`src/rtl/prog_loader_pkg.sv`:
```
// Shared constants for the program loader and the program ROM.
// Holds the default operator/operand width, the writable ROM depth, the
// assembled word width and the loader FSM state encoding.
package prog_loader_pkg;

    localparam int unsigned DATA_WIDTH     = 16;
    localparam int unsigned ROM_DEPTH      = 16;
    localparam int unsigned WORD_WIDTH     = 32;
    localparam int unsigned BYTES_PER_WORD = WORD_WIDTH / 8;

    typedef enum logic [1:0] {
        StIdle  = 2'd0,
        StRecv  = 2'd1,
        StWrite = 2'd2,
        StDone  = 2'd3
    } state_e;

endpackage

```
`src/rtl/prog_word_assembler.sv`:
```
// Big-endian byte-to-word assembler: the first accepted byte of a word lands
// in bits 31:24 and the fourth in bits 7:0.
//   clk, rst_n     clock, asynchronous active-low reset
//   clear_i        synchronous clear of byte index and shift register
//   byte_valid_i   a byte is accepted this cycle
//   byte_i         byte being accepted
//   word_o         word including the byte accepted this cycle
//   word_last_o    the byte accepted this cycle completes a word
module prog_word_assembler
    import prog_loader_pkg::*;
(
    input  logic                  clk,
    input  logic                  rst_n,
    input  logic                  clear_i,
    input  logic                  byte_valid_i,
    input  logic [7:0]            byte_i,
    output logic [WORD_WIDTH-1:0] word_o,
    output logic                  word_last_o
);

    logic [1:0]            idx_q, idx_d;
    logic [WORD_WIDTH-1:0] shift_q, shift_d;

    always_comb begin
        idx_d   = idx_q;
        shift_d = shift_q;
        if (clear_i) begin
            idx_d   = '0;
            shift_d = '0;
        end else if (byte_valid_i) begin
            // Index wraps to 0 after the fourth byte, ready for the next word.
            idx_d   = idx_q + 2'd1;
            shift_d = {shift_q[WORD_WIDTH-9:0], byte_i};
        end
    end

    always_ff @(posedge clk or negedge rst_n) begin
        if (!rst_n) begin
            idx_q   <= '0;
            shift_q <= '0;
        end else begin
            idx_q   <= idx_d;
            shift_q <= shift_d;
        end
    end

    // Combinational view so the loader can capture the full word on the
    // same edge that accepts the last byte.
    assign word_o      = {shift_q[WORD_WIDTH-9:0], byte_i};
    assign word_last_o = byte_valid_i && (idx_q == 2'(BYTES_PER_WORD - 1));

endmodule

```
`src/rtl/prog_loader.sv`:
```
// Program loader: receives a byte stream, assembles 32-bit program words and
// writes them to consecutive program-memory addresses.
//   clk, rst_n                 clock, asynchronous active-low reset
//   start, word_count          load request and number of words (sampled in idle)
//   in_data, in_valid/in_ready byte stream handshake
//   wr_en, wr_addr             one-cycle write strobe and address
//   wr_operator, wr_operand    upper / lower half of the written word
//   busy, done, overflow       status; overflow is sticky until the next start
module prog_loader #(
    parameter int unsigned DATA_WIDTH = prog_loader_pkg::DATA_WIDTH,
    parameter int unsigned ROM_DEPTH  = prog_loader_pkg::ROM_DEPTH
) (
    input  logic                  clk,
    input  logic                  rst_n,
    input  logic                  start,
    input  logic [15:0]           word_count,
    input  logic [7:0]            in_data,
    input  logic                  in_valid,
    output logic                  in_ready,
    output logic                  wr_en,
    output logic [15:0]           wr_addr,
    output logic [DATA_WIDTH-1:0] wr_operator,
    output logic [DATA_WIDTH-1:0] wr_operand,
    output logic                  busy,
    output logic                  done,
    output logic                  overflow
);

    import prog_loader_pkg::*;

    localparam logic [15:0] LastAddr = 16'(ROM_DEPTH - 1);

    state_e                state_q, state_d;
    logic [15:0]           addr_q, addr_d;
    logic [15:0]           remain_q, remain_d;
    logic                  ovf_q, ovf_d;
    logic [15:0]           wr_addr_q, wr_addr_d;
    logic [WORD_WIDTH-1:0] wr_word_q, wr_word_d;

    logic                  asm_clear;
    logic                  byte_xfer;
    logic [WORD_WIDTH-1:0] asm_word;
    logic                  asm_last;

    assign byte_xfer = in_valid && in_ready;

    prog_word_assembler u_assembler (
        .clk          (clk),
        .rst_n        (rst_n),
        .clear_i      (asm_clear),
        .byte_valid_i (byte_xfer),
        .byte_i       (in_data),
        .word_o       (asm_word),
        .word_last_o  (asm_last)
    );

    always_comb begin
        state_d   = state_q;
        addr_d    = addr_q;
        remain_d  = remain_q;
        ovf_d     = ovf_q;
        wr_addr_d = wr_addr_q;
        wr_word_d = wr_word_q;
        asm_clear = 1'b0;
        unique case (state_q)
            StIdle: begin
                if (start) begin
                    ovf_d     = 1'b0;
                    asm_clear = 1'b1;
                    if (word_count == 16'd0) begin
                        state_d = StDone;
                    end else begin
                        addr_d   = '0;
                        remain_d = word_count;
                        state_d  = StRecv;
                    end
                end
            end
            StRecv: begin
                // Write outputs are registered here so they hold between writes.
                if (asm_last) begin
                    wr_addr_d = addr_q;
                    wr_word_d = asm_word;
                    state_d   = StWrite;
                end
            end
            StWrite: begin
                addr_d   = addr_q + 16'd1;
                remain_d = remain_q - 16'd1;
                if (remain_q == 16'd1) begin
                    state_d = StDone;
                end else if (addr_q == LastAddr) begin
                    ovf_d   = 1'b1;
                    state_d = StDone;
                end else begin
                    state_d = StRecv;
                end
            end
            StDone: begin
                state_d = StIdle;
            end
            default: begin
                state_d = StIdle;
            end
        endcase
    end

    always_ff @(posedge clk or negedge rst_n) begin
        if (!rst_n) begin
            state_q   <= StIdle;
            addr_q    <= '0;
            remain_q  <= '0;
            ovf_q     <= 1'b0;
            wr_addr_q <= '0;
            wr_word_q <= '0;
        end else begin
            state_q   <= state_d;
            addr_q    <= addr_d;
            remain_q  <= remain_d;
            ovf_q     <= ovf_d;
            wr_addr_q <= wr_addr_d;
            wr_word_q <= wr_word_d;
        end
    end

    assign in_ready    = (state_q == StRecv);
    assign wr_en       = (state_q == StWrite);
    assign busy        = (state_q != StIdle);
    assign done        = (state_q == StDone);
    assign overflow    = ovf_q;
    assign wr_addr     = wr_addr_q;
    assign wr_operator = wr_word_q[WORD_WIDTH-1 -: DATA_WIDTH];
    assign wr_operand  = wr_word_q[DATA_WIDTH-1:0];

endmodule

```
`config.mk`:
```
export PLATFORM = sky130hd
export DESIGN_NAME = prog_loader
export DESIGN_NICKNAME = d
export VERILOG_FILES = /design/src/rtl/prog_loader_pkg.sv /design/src/rtl/prog_word_assembler.sv /design/src/rtl/prog_loader.sv
export SDC_FILE = /design/constraint.sdc
export NUM_CORES = 1
export LEC_CHECK = 0
export CAP_MARGIN = 15
export CORE_UTILIZATION = 50
export DETAILED_ROUTE_END_ITERATION = 8
export GPL_TIMING_DRIVEN = 0
export PLACE_DENSITY = 0.76
export SLEW_MARGIN = 20
export SYNTH_ARGS = -nofsm -noshare
export SYNTH_HDL_FRONTEND = slang
export SYNTH_SLANG_ARGS = --single-unit
```
`constraint.sdc`:
```
create_clock -name clk -period 5.6 [get_ports clk]
set_input_delay 1.12 -clock clk [delete_from_list [all_inputs] [get_ports clk]]
set_output_delay 1.12 -clock clk [all_outputs]
set_load 0.03 [all_outputs]
```
==> results.md <==
* Synthesis warning total at 0
* CP required at 4.48 ns
* Post-cts resize count at 0
* Hold path cells at 1
* CP delay by family, top: buffers and inverters
* Starting Density at 51.4%
* Post-synthesis cell count at 402
* Clk Latency, worst-skew pair at 0.36 ns
* Crit path capture type: output pin
* Hold Path Origin: u_assembler.shift_q[20]
* Area Overhead vs Synth at 24.1%
* DP HPWL at 7520 um
* Routed Antenna Nets at 0
* Die Width at 99.2 um
* Post-CTS setup buffers at 0
* Worst hold endpoint: u_assembler.shift_q[20]
* First-pass GRT wire length at 17800 um
* DIE HEIGHT at 99.2 um
* Slowest stage cell, crit path: clkdlybuf4s50_1
* Synth area leaders: dfrtp_1 (58%), mux2_2 (12%), a22o_1 (4.8%)
* Die area at 0.00984 mm^2
* Drt drc at 0
* Outcome: finished, final reports clean
* Footprint of the multi-input gates at 0.00188 mm^2
* Final WS setup at 1.58 ns
* Post-synth net total at 434
* Gr usage total at 22.8%
* Final Non-Filler Cells at 610
* Max-cap violations at 0
* Worst-path maximum fanout at 10
* Hold_ws at 0.510 ns
* Max Buffers Root-to-Sink at 2
* Predominant post-synthesis flop cell: dfrtp_1
* Layout cell share with drive strength beyond 1 at 15.0%
* Total CTS buffers at 9
* CTS tree: done
* Vias per cell at 5.86
* Post-synth top area share at 57.7%
* Largest net degree at the start of global routing at 81
* Clock root buffer: clkbuf_8
* Critical path class: reg2out
* Worst-margin pin slew at 0.907 ns
* Port bufs at 80
* Worst path buffer plus inverter count at 5
* Total grt overflow at 0
* Post-synth cell types at 46
* Nets at 526
* Starting DRT DRC Count at 240
* Max IR drop VDD at 0.000237 V
* Synth Area per Inst at 11.8 um^2
* Final Skew at 0.0135 ns
* Final Power at 2.74 mW
* Total wire length at 10600 um
* Fmax at 0.249 GHz
* # clock sinks at 109
* Vias in the first global route at 3525
* DP Worst Slack at 1.99 ns
* # rows at 35
* RSZ-0062 raised after global routing: false
* Total number of vias at 3573
* Synth area leader: dfrtp_1
* DRT Pass-1 Iters at 5
* Crit Reg-Reg Startpoint: remain_q[0]
* Mapped Area at 0.00473 mm^2
* CTS Hold Bufs at 0
* Core area at 0.00920 mm^2
* Seq/Total Area, Yosys at 57.7%
* I/O Pins at 81
* Final Setup Violations at 0
* Final worst-path cycle share at 71.8%
* Most frequent CP cell: clkbuf_1
* Pleak at 2.57 nW
* CP startpoint kind: register
* CP cell instances: clkbuf_1, nand2b_1, inv_1, clkbuf_1, buf_1, clkdlybuf4s50_1
* Yosys reg bits at 109
* Post-synth EDFFs at 0
* Pwr Density at 468 mW/mm^2
* ANT cells at 0
* Hold Path Class: reg2reg
* Dpl cells at 594
* Largest stage delay on the critical path at 0.77 ns
* Min Tclk post-route at 4.02 ns
* CTS H-Tree Depth at 3
* Initial antenna violation count at 0
* Reg2Reg Setup Slack at 3.21 ns
* Worst EP arrival at 2.90 ns
* Reg2reg end: remain_q[15]
* Clock transition at path regs at 0.09 ns
* Post-Layout Inst Area at 0.00586 mm^2
* Placed inst area at 0.00569 mm^2
* Reg area at 0.00273 mm^2
* Final-report hold violation count at 0
* Gpl congestion at 0.885
* Reg2Reg Depth at 5
* Slew HR at 39.0%
* Async SR Flop Fraction at 100%
* DR WL/cell at 17.4 um
* Fill cell count at 728
* Final Max Tran Viols at 0
[placed cells by master, fill, tap and decap left out, types with 9 or more instances in the layout]
cell	synthesis	final
nand3_1	9	9
clkbuf_8	0	9
mux2_2	50	50
a21oi_1	23	23
nand2_1	19	19
a22o_1	26	26
nor4_1	10	10
xor2_1	10	10
clkdlybuf4s50_1	0	79
nor2_1	30	30
o21ai_0	14	14
dfrtp_1	109	109
nor3_1	10	10
clkbuf_1	16	19
[cell usage after synthesis, types with 3 or more instances]
library cell / n
a21oi_1: 23
and3_1: 3
nand4_1: 3
mux2_2: 50
o21ai_1: 6
nand2_1: 19
xor2_1: 10
o21ai_0: 14
nand2b_1: 3
ha_1: 4
inv_1: 6
clkbuf_1: 16
o22ai_1: 3
nor3_1: 10
buf_2: 6
or3_1: 4
o211ai_1: 5
o2111ai_1: 4
a22o_1: 26
nand3_1: 9
nor2_1: 30
nor4_1: 10
dfrtp_1: 109
[report_power, final]
group | total, mW | switching [mW] | internal [mW]
logic | 1.08 | 0.589 | 0.494
registers | 1.23 | 0.192 | 1.04
clock network | 0.429 | 0.263 | 0.166
[flip-flops by register name, summed over array words and instances (netlist names)]
register,count
wr_word_q,32
u_assembler.shift_q,24
addr_q,16
remain_q,16
wr_addr,16
state_q,2
u_assembler.idx_q,2
overflow,1
[metrics by stage]
step           util (%)  setup TNS [ns]
3_3_place_gp       61.6          -66.94
2_1_floorplan         -               0
3_5_place_dp       61.9               0
4_1_cts            63.8               0
5_1_grt            63.8               0
6_report           63.8               0
[layer usage]
metal / vias to the layer above / track usage (%) / part of all wire [%]
li1: 1666 / - / -
met1: 1784 / 32.4 / 46
met2: 109 / 36.0 / 48
met3: 14 / 4.22 / 5.0
met4: 0 / 6.79 / 1.2
met5: - / 0 / 0
[final cells by class]
| type | count | share of cell area (%) |
|---|---|---|
| Buffer | 24 | 1.66 |
| Clock buffer | 12 | 2.30 |
| Clock inverter | 4 | 0.576 |
| Inverter | 6 | 0.384 |
| Multi-Input combinational cell | 263 | 32.0 |
| Sequential cell | 109 | 46.5 |
| Tap cell | 111 | 2.37 |
| Timing Repair Buffer | 81 | 14.1 |
[worst max-delay path by stage]
stage,start,end,depth (start not counted)
detailed placement,state_q[0],wr_en,6
CTS,state_q[0],wr_en,6
floorplan,state_q[0],wr_en,5
global placement,rst_n,wr_word_q[4],1
global route,state_q[0],wr_en,6
finish,state_q[0],wr_en,6
[cells by family after synthesis]
logic type      count (synthesis)  synth area share, %
compound gates                 99                 14.4
xor+xnor                       10                 1.85
fa+ha+maj                       4                 1.06
buf+inv                        30                 2.54
flops                         109                 57.7
mux                            51                 12.1
simple gates                   99                 10.3
Note: power is estimated with default switching activity, not from simulation.
